==> config.mk <==
export PLATFORM = sky130hd
export DESIGN_NAME = comparator_2bit
export DESIGN_NICKNAME = d
export VERILOG_FILES = /design/src/rtl/comparator_2bit_pkg.sv /design/src/rtl/comparator_2bit_cascade.sv /design/src/rtl/comparator_2bit.sv
export SDC_FILE = /design/constraint.sdc
export NUM_CORES = 1
export LEC_CHECK = 0
export CELL_PAD_IN_SITES_DETAIL_PLACEMENT = 1
export CELL_PAD_IN_SITES_GLOBAL_PLACEMENT = 2
export CORE_ASPECT_RATIO = 0.7
export CORE_MARGIN = 4
export CORE_UTILIZATION = 27
export DETAILED_ROUTE_END_ITERATION = 6
export MAX_ROUTING_LAYER = met4
export PLACE_DENSITY = 0.85
export REMOVE_ABC_BUFFERS = 1
export SLEW_MARGIN = 20
export SYNTH_ARGS = -nofsm -noshare
export SYNTH_HDL_FRONTEND = slang
export SYNTH_SLANG_ARGS = --single-unit
==> constraint.sdc <==
create_clock -name clk -period 1.86 [get_ports clk]
set_clock_uncertainty 0.15 [all_clocks]
set_input_delay 0.465 -clock clk [delete_from_list [all_inputs] [get_ports clk]]
set_output_delay 0.465 -clock clk [all_outputs]
set_load 0.1 [all_outputs]
==> src/rtl/comparator_2bit_pkg.sv <==
// Shared definitions for the 2-bit magnitude comparator: the one-hot compare
// result encoding, its bit positions and the default widths.
package comparator_2bit_pkg;

    // Default operand and counter widths
    localparam int DEF_W     = 2;
    localparam int DEF_CNT_W = 8;

    // Bit positions inside the one-hot result vector {GT, LT, EQ}
    localparam int EQ_IDX = 0;
    localparam int LT_IDX = 1;
    localparam int GT_IDX = 2;

    // Exactly one bit is set for any fully known operand pair
    typedef enum logic [2:0] {
        CMP_EQ = 3'b001,
        CMP_LT = 3'b010,
        CMP_GT = 3'b100
    } cmp_result_e;

endpackage

==> src/rtl/comparator_2bit_cascade.sv <==
// Combinational W-bit unsigned comparator, MSB-first cascade: the first bit
// position (from the top) where the operands differ decides lt/gt; if no bit
// differs the operands are equal.
module cmp_bit_cascade #(
    parameter int W = 2
) (
    input  logic [W-1:0] a,
    input  logic [W-1:0] b,
    output logic         eq,
    output logic         lt,
    output logic         gt
);

    logic decided;

    // Walk from the MSB down; the first differing bit fixes the result
    always_comb begin
        // NOTE: blocking assignments with defaults first keep this purely
        // combinational; a missing default here would infer a latch.
        decided = 1'b0;
        lt      = 1'b0;
        gt      = 1'b0;
        for (int i = W - 1; i >= 0; i--) begin
            if (!decided && (a[i] ^ b[i])) begin
                gt      = a[i];
                lt      = b[i];
                decided = 1'b1;
            end
        end
        eq = ~decided;
    end

endmodule

==> src/rtl/comparator_2bit.sv <==
// Unsigned magnitude comparator top: instant eq/lt/gt flags from the cascade,
// registered copies of those flags and three saturating outcome counters.
module comparator_2bit
    import comparator_2bit_pkg::*;
#(
    parameter int W     = DEF_W,
    parameter int CNT_W = DEF_CNT_W
) (
    input  logic             clk,
    input  logic             rst,
    input  logic             clr,
    input  logic [W-1:0]     A,
    input  logic [W-1:0]     B,
    output logic             A_eq_B,
    output logic             A_lt_B,
    output logic             A_gt_B,
    output logic             eq_q,
    output logic             lt_q,
    output logic             gt_q,
    output logic [CNT_W-1:0] cnt_eq,
    output logic [CNT_W-1:0] cnt_lt,
    output logic [CNT_W-1:0] cnt_gt
);

    localparam logic [CNT_W-1:0] CNT_MAX = '1;

    logic        eq_c;
    logic        lt_c;
    logic        gt_c;
    cmp_result_e result;
    logic [2:0]  flags_q;
    logic [CNT_W-1:0] cnt_q [3];

    cmp_bit_cascade #(
        .W (W)
    ) u_cascade (
        .a  (A),
        .b  (B),
        .eq (eq_c),
        .lt (lt_c),
        .gt (gt_c)
    );

    // The compare path never touches the clock or reset
    assign A_eq_B = eq_c;
    assign A_lt_B = lt_c;
    assign A_gt_B = gt_c;
    assign result = cmp_result_e'({gt_c, lt_c, eq_c});

    // Capture the flags every edge; reset clears them asynchronously
    always_ff @(posedge clk or posedge rst) begin
        // NOTE: sequential state uses non-blocking assignments so every
        // register samples pre-edge values regardless of statement order.
        if (rst) begin
            flags_q <= '0;
        end else begin
            flags_q <= result;
        end
    end

    assign eq_q = flags_q[EQ_IDX];
    assign lt_q = flags_q[LT_IDX];
    assign gt_q = flags_q[GT_IDX];

    // One saturating counter per outcome; clr beats increment, rst beats clr
    for (genvar g = 0; g < 3; g++) begin : g_cnt
        // Count edges on which this outcome's flag is set, holding at max
        always_ff @(posedge clk or posedge rst) begin
            if (rst) begin
                cnt_q[g] <= '0;
            end else if (clr) begin
                cnt_q[g] <= '0;
            end else if (result[g] && (cnt_q[g] != CNT_MAX)) begin
                cnt_q[g] <= cnt_q[g] + 1'b1;
            end
        end
    end

    assign cnt_eq = cnt_q[EQ_IDX];
    assign cnt_lt = cnt_q[LT_IDX];
    assign cnt_gt = cnt_q[GT_IDX];

endmodule

# == Word level (Yosys, flattened, before mapping) ==
# Cells that the tools add are included.
# totals
ff_bits,27
inputBits,7
output_inout_bits,30
word_cells,33
# op_classes
addsub,3
n_eq_ne,3
n_mux,12
bitwise_logic,3
n_reduce_logical,8
# ops
op,count
2-to-1 mux 8 bit,6
adder 8 x 1 -> 8 bit (second input constant),3
inequality test 8 bit (second input constant),3
2-to-1 mux 1 bit,6
nonzero test 2 bit,3
logical AND 1 bit,4
bitwise XOR 1 bit,2
logical NOT 1 bit,1
inverter 1 bit,1

# == Depth between registers and ports, before layout ==
# Gate-level depths: netlist (run 1).
# logic_depth
depth_word,9
mapped_depth,7
ltp_nobuf,7

# == Cells and area by module ==
# A second synthesis (run 1) with hierarchy kept.
# hier_totals
hier_cells,154
hier_area_um2,1530.2
# by_module_without_submodules
mod,n_inst,cells_each,area_per_inst_um2,seq_area_each_um2
comparator_2bit,1,139,1445.1,675.6
cmp_bit_cascade,1,15,85.1,0.0

# == Least setup slack after synthesis (run 1) ==
# No wires, ideal clock.
# synth_timing
path_kind,input -> output
start,input port A[1]
end,output port A_lt_B
t_arrival_ns,2.472
required_ns,1.245
setup_slack_ns,-1.227
path_stages,6
path_buffers,1
path_cell_list,inv_1 > ha_1 > nand2_1 > a21oi_1 > buf_2 > nor2_1
# synth_between
elab_chain_cells,5
elab_cells_between_ends,6
cone_classes,mux: 3; bitwise: 1; reduce/logical: 2
# synth_rtl
element,line_no,source
"start, declared",comparator_2bit.sv:12,"input logic [W-1:0] A,"
bitwise XOR 1 bit (*),comparator_2bit_cascade.sv:24,if (!decided && (a[i] ^ b[i])) begin
2-to-1 mux 1 bit,comparator_2bit_cascade.sv:24,
logical NOT 1 bit,comparator_2bit_cascade.sv:24,
logical AND 1 bit,comparator_2bit_cascade.sv:24,
2-to-1 mux 1 bit (*),comparator_2bit_cascade.sv:24,
"end, declared",comparator_2bit.sv:15,"output logic A_lt_B,"
# Mark *: on every way between the ends. The rest lies on a longest branch, timed or not.

# == Worst setup path after layout (run 1) ==
# layout_timing
start,input port A[1]
end,output port A_gt_B
# layout_between
elab_chain_cells,5
elab_cells_between_ends,6
cone_classes,mux: 3; bitwise: 1; reduce/logical: 2
# layout_rtl
element,line_no,source
bitwise XOR 1 bit,comparator_2bit_cascade.sv:24,
2-to-1 mux 1 bit,comparator_2bit_cascade.sv:24,
logical NOT 1 bit,comparator_2bit_cascade.sv:24,
logical AND 1 bit,comparator_2bit_cascade.sv:24,
2-to-1 mux 1 bit (*),comparator_2bit_cascade.sv:24,
"end, declared",comparator_2bit.sv:16,"output logic A_gt_B,"
# Marks and branches as above.

==> results of run 1 <==
[repair_timing]
item	in CTS	in global routing
pin swaps	6	9
endpoints found under the hold margin	0	0
buffers inserted	5	3
setup endpoints to repair	27	11
resized for setup	31	16
[where the power goes]
| group | switching, mW | internal (mW) | total, mW | leakage (nW) |
|---|---|---|---|---|
| clock network | 0.214 | 0.153 | 0.367 | 0.0217 |
| registers | 0.0234 | 0.606 | 0.629 | 0.371 |
| logic | 0.353 | 0.233 | 0.586 | 0.806 |
| total | 0.590 | 0.992 | 1.58 | 1.20 |
[per-layer routing]
metal  GRT usage (%)  part of all wire, %
met1            21.8                   47
met2            28.3                   48
met3            3.40                  4.0
met4            3.03                 0.88
met5               -                    0
[through the flow]
stage	setup slack [ns]	power, mW	setup TNS, ns	hold WS [ns]	cells
finish	-0.201	1.58	-0.702	0.393	308
global placement	-0.895	1.15	-18.09	0.448	296
floorplan	-1.22	0.915	-13.47	0.368	153
CTS	-0.206	1.56	-0.471	0.403	305
detailed placement	-0.961	1.16	-20.28	0.463	296
global route	-0.229	1.65	-1.10	0.425	308
[kinds of logic after synthesis]
| group | count (synthesis) |
|---|---|
| and+or+nand+nor | 63 |
| AOI/OAI and AO/OA | 38 |
| DFF | 27 |
| buffers and inverters | 15 |
| muxes | 9 |
| adders and majority gates | 5 |
| xor gates and xnor gates | 2 |
[registers in the layout, indices dropped and copies added (netlist names)]
| register | count |
|---|---|
| cnt_eq | 8 |
| cnt_gt | 8 |
| cnt_lt | 8 |
| flags_q | 3 |
[layout by cell type (no fill, tap or decap), drive strengths merged, types with 2 or more instances in the layout]
cell type	netlist	final
buf	2	76
mux2i	5	5
and3	2	2
o41ai	2	2
nor2	12	12
ha	5	5
o21a	4	4
o31a	4	4
a311oi	3	3
a211oi	3	3
clkbuf	4	4
or4	3	3
dfrtp	27	27
mux2	4	4
inv	8	8
nand2b	3	3
o21ai	3	3
clkdlybuf4s50	0	2
a21oi	8	8
nand4	6	6
nand2	10	10
nor4	6	6
nand3	8	8
and2	2	2
nor3	2	2
nor2b	4	4
[cell type report]
type	instances	area (sq um)
Inverter	9	33.8
Tap cell	72	90.1
Clock buffer	3	41.3
Fill cell	571	2610
Clock inverter	1	7.51
Multi-Input combinational cell	117	977
Timing Repair Buffer	79	983
Sequential cell	27	676
[path summary, 6_finish.rpt]
check                                 startpoint                     to  slack [ns]  cells past startpoint
setup / recovery                            A[1]                 A_gt_B       -0.20                      7
hold / removal                               rst  cnt_eq[2]$_DFFE_PP0P_        0.39                      3
setup reg to reg           cnt_eq[1]$_DFFE_PP0P_  cnt_eq[4]$_DFFE_PP0P_        0.12                      5
hold reg to reg            cnt_gt[1]$_DFFE_PP0P_  cnt_gt[1]$_DFFE_PP0P_        0.47                      2
max in group asynchronous                    rst  cnt_lt[4]$_DFFE_PP0P_        0.89                      3
min in group clk           cnt_gt[1]$_DFFE_PP0P_  cnt_gt[1]$_DFFE_PP0P_        0.47                      2
[worst max-delay path: stages]
cell       delay, ns
buf_6           0.10
inv_2           0.05
ha_4            0.21
a21oi_4         0.16
a2bb2oi_4       0.20
inv_2           0.08
buf_12          0.17
==> results.ini, run 1 <==
[run_status]
status = finished, violations left
violations = setup timing

[timing]
min_period_over_period_pct = 111
rsz0062_at_grt = yes
finalHoldViolations = 0
finalSetupViolCount = 7
max_freq_mhz = 485
min_period_ns = 2.06
setup_slack_ns = -0.201
max_slew_margin_pct = 75.2
report.final.slew_viol_count = 0
worst_pin_slew_ns = 0.363

[cts]
cts_made_buffers = 3
htreeDepth = 1
cts_hold_buf = 0
cts_tree = yes
cts_sinks = 27
root_buffer = clkbuf_8
path_clk_slew_ns = 0.11
clkLatencyLatePin_ns = 0.29
cts_buffer_depth = 2

[synth]
synth_top_family_by_area = simple AND/OR/NAND/NOR gates
synth_common_cells = dfrtp_1, nor2_1, nand2_1
synth_area_sq_mm = 0.00156
synth_most_common_cell = dfrtp_1
yosysUniqueCellTypes = 45
ys_top_cells_by_area = dfrtp_1, ha_1, mux2i_1
avgSynthCellArea_sq_um = 9.83
netlist.area_leader.share_pct = 43.2
synth_top_flop_cell = dfrtp_1
synth_xor_area_share_pct = 1.60
ys_ff_latch = 27
ys_seq_area_share_pct = 43.2
synth_compound_area_share_pct = 19.5
synth-simple-area-share_pct = 21.8
synth-edff-count = 0
synth_cells = 159
synth_fa_ha_area_share_pct = 4.00
yosys_warnings = 0
synthMuxAreaShare_pct = 6.08
yosysTopAreaCell = dfrtp_1
ys_async_sr_fraction_pct = 100

[grt]
grt_pass1_wl_um = 9390
track_usage_pct = 17.0
antenna_found_initial = 0
grt_pass1_vias = 1709
grt_max_degree = 28
gr-total-overflow = 0

[routing]
drt.antenna.violating_nets = 0
vias = 1608
wl_per_cell_um = 18.5
wl_um = 5710
drc = 0
dr.first_iter.drc_count = 60
firstDrtPassIters = 4
viasPerCell = 5.22

[floorplan]
initial_core_util_pct = 28.8
die-area_sq_mm = 0.00709
rows = 22
die_w_um = 98.9
io_pins = 37
core_sq_mm = 0.00542
die_h_um = 71.7

[critical_path]
crit_arrival_ns = 1.45
worstSetupPathType = input pin to output pin
cp-end-kind = output pin
crit_path_start_kind = input pin
cp.required_ns = 1.24
path_max_fanout = 5

[placed_design]
portBuffers = 36
hpwl_um = 3900
placed_area_sq_mm = 0.00255
place.gp.congestion = 0.870

[job]
maxCapViolCount = 0

[final_layout]
areaGrowthSynthToFinish_pct = 79.7
final_core_util_pct = 51.8
drive_gt1_share_pct = 44.5
antenna_cells = 0
design_area_sq_mm = 0.00281
layout.nets = 249

[pwr]
leakagePower_nw = 1.20
pwr_density_cell_mw_per_mm2 = 563
peakVddDrop_v = 0.000285

[worst_hold_path]
hold_class = input pin to asynchronous set/reset pin

No activity file was read; power rests on OpenSTA's default activity.
==> run 2, diff against run 1 <==
--- a/config.mk
+++ b/config.mk
@@ -11,9 +11,9 @@
 export CORE_MARGIN = 4
 export CORE_UTILIZATION = 27
 export DETAILED_ROUTE_END_ITERATION = 6
+export GPL_TIMING_DRIVEN = 0
 export MAX_ROUTING_LAYER = met4
 export PLACE_DENSITY = 0.85
-export REMOVE_ABC_BUFFERS = 1
 export SLEW_MARGIN = 20
 export SYNTH_ARGS = -nofsm -noshare
 export SYNTH_HDL_FRONTEND = slang
==> run 2 against run 1 <==
The flow still finishes with violations (setup timing). Highest routed layer unchanged. Critical path type unchanged. Hold slack got worse by 0.019 ns. Fmax fell by 4.8%. Count of clock-buffer cells in the layout did not move.
==> results.ini, run 2 (same netlist as run 1, synthesis figures left out) <==
[routing]
wl_um = 4930  ; -14%
viasPerCell = 5.24  ; +0.29%
drc = 0  ; unchanged
vias = 1487  ; -7.5%
firstDrtPassIters = 4  ; unchanged
drt.antenna.violating_nets = 0  ; unchanged
dr.first_iter.drc_count = 43  ; -28%
wl_per_cell_um = 17.3  ; -6.3%

[final_layout]
layout_common_cells = buf_2, dfrtp_2, buf_4
final_cells = 284  ; -7.8%
final_core_util_pct = 42.5  ; -9.3 points
antenna_cells = 0  ; unchanged
layout.nets = 225  ; -9.6%
areaGrowthSynthToFinish_pct = 47.6
drive_gt1_share_pct = 52.4  ; +7.9 points
design_area_sq_mm = 0.00231  ; -18%
mostFrequentLayoutCell = buf_2

[run_status]
status = finished, violations left
violations = setup timing

[timing]
min_period_ns = 2.17  ; +0.105 ns
report.final.slew_viol_count = 0  ; unchanged
rsz0062_at_grt = yes
finalSetupViolCount = 11  ; +4
max_freq_mhz = 462  ; -4.8%
max_slew_margin_pct = 60.8  ; -14 points
finalHoldViolations = 0  ; unchanged
worst_pin_slew_ns = 0.587  ; +0.224 ns
setup_slack_ns = -0.306  ; -0.105 ns
min_period_over_period_pct = 116  ; +5.6 points

[grt]
grt_pass1_wl_um = 8020  ; -15%
antenna_found_initial = 0  ; unchanged
grtUsageMet3_pct = 3.50  ; +0.097 points
grt_max_degree = 28  ; unchanged
gr-total-overflow = 0  ; unchanged
gr-usage-met1_pct = 19.5  ; -2.3 points
grt_pass1_vias = 1569  ; -8.2%
track_usage_pct = 14.3  ; -2.8 points
use_met2_pct = 21.8  ; -6.5 points
grt_most_used_layer = met2

[placed_design]
place.gp.congestion = 0.847  ; -2.7%
portBuffers = 36  ; unchanged
placed_area_sq_mm = 0.00214  ; -16%
hpwl_um = 3410  ; -13%
place_inst = 267  ; -9.8%

[cts]
root_buffer = clkbuf_8
cts_sinks = 27  ; unchanged
path_clk_slew_ns = 0.11  ; about the same
cts_tree = yes
htreeDepth = 1  ; unchanged
cts_buffer_depth = 2  ; unchanged
cts_made_buffers = 3  ; unchanged
clkLatencyLatePin_ns = 0.29  ; about the same

[floorplan]
die-area_sq_mm = 0.00709  ; unchanged
initial_core_util_pct = 28.8  ; unchanged
core_sq_mm = 0.00542  ; unchanged
rows = 22  ; unchanged
die_w_um = 98.9  ; unchanged
io_pins = 37  ; unchanged
die_h_um = 71.7  ; unchanged

[pwr]
p_total_mw = 1.48  ; -6.3%
peakVddDrop_v = 0.000250  ; -12%
pwr_density_cell_mw_per_mm2 = 643  ; +14%
leakagePower_nw = 0.950  ; -21%

[critical_path]
path_buf_inv = 5  ; +1
path_max_fanout = 4  ; -1
path_cells = buf_8, inv_4, ha_4, buf_4, nand2_2, a21oi_2, buf_6, nor2_4, buf_12
crit_path_start_kind = input pin
worstSetupPathType = input pin to output pin
cp-end-kind = output pin
cp.required_ns = 1.24  ; about the same
cp_top_family = buffers and inverters
crit_path_max_incr_delay_ns = 0.26  ; +0.05 ns
slowest_stage = ha_4
crit_arrival_ns = 1.55  ; +0.10 ns

[synth]
syn_nets = 171

[worst_hold_path]
hold_class = flop to flop

[job]
maxCapViolCount = 0  ; unchanged

[run 2: final timing paths]
check                                      startpoint                    end  slack, ns  cells past startpoint
worst max-delay path                             A[1]                 A_lt_B      -0.31                      9
worst min-delay path            cnt_gt[7]$_DFFE_PP0P_  cnt_gt[7]$_DFFE_PP0P_       0.37                      1
worst max register to register  cnt_lt[4]$_DFFE_PP0P_  cnt_lt[0]$_DFFE_PP0P_       0.05                      4
worst min register to register  cnt_gt[7]$_DFFE_PP0P_  cnt_gt[7]$_DFFE_PP0P_       0.37                      1
max in group asynchronous                         rst  cnt_eq[0]$_DFFE_PP0P_       0.71                      2
min in group asynchronous                         rst  cnt_gt[7]$_DFFE_PP0P_       0.40                      2
[run 2: where the power goes]
part           leakage [nW]  total (mW)  switching [mW]  internal, mW
combinational         0.596       0.484           0.330         0.154
sequential            0.332       0.636          0.0223         0.614
clock                0.0217       0.363           0.210         0.153
[run 2: stage by stage]
step           setup TNS, ns  setup WS, ns  hold WS (ns)
6_report               -1.67        -0.306         0.374
5_1_grt                -2.23        -0.362         0.394
4_1_cts               -0.839        -0.350         0.372
3_5_place_dp          -29.35         -1.69         0.353
3_3_place_gp          -33.59         -1.64         0.355
2_1_floorplan          -1.79        -0.373         0.367
[run 2: worst register-to-register path, cell delays in order (launching register included)]
cell and delay (ns):
dfrtp_2 0.46, nand4_1 0.25, nor2_1 0.15, a311oi_4 0.37, mux2_4 0.34
[run 2: routing by layer]
metal | part of all wire (%) | up-vias
met5 | 0 | -
met4 | 0.77 | 0
met3 | 5.6 | 5
met2 | 46 | 38
met1 | 48 | 741
li1 | - | 703
[run 2: layout make-up]
| cell class | instances | area (sq um) |
|---|---|---|
| well taps | 72 | 90.1 |
| multi-input cells | 117 | 976 |
| fillers | 592 | 3120 |
| clock inverters | 1 | 7.51 |
| inverters | 9 | 41.3 |
| repair buffers | 50 | 389 |
| flip-flops and latches | 27 | 719 |
| clock buffers | 3 | 41.3 |
| plain buffers | 5 | 42.5 |
[run 2: timing repair]
| action | CTS | global route |
|---|---|---|
| setup buffers | 8 | 6 |
| endpoints found under the setup margin | 56 | 17 |
| pin swaps | 7 | 12 |
| hold buffers | 0 | 0 |
| gates resized for setup | 176 | 25 |
| hold endpoints to repair | 0 | 0 |
==> run 3, diff against run 2 <==
--- a/config.mk
+++ b/config.mk
@@ -10,6 +10,7 @@
 export CORE_ASPECT_RATIO = 0.7
 export CORE_MARGIN = 4
 export CORE_UTILIZATION = 27
+export CTS_CLUSTER_DIAMETER = 50
 export DETAILED_ROUTE_END_ITERATION = 6
 export GPL_TIMING_DRIVEN = 0
 export MAX_ROUTING_LAYER = met4
==> results of run 3 <==
Final layout, timing and power as in run 2 (identical DEF).
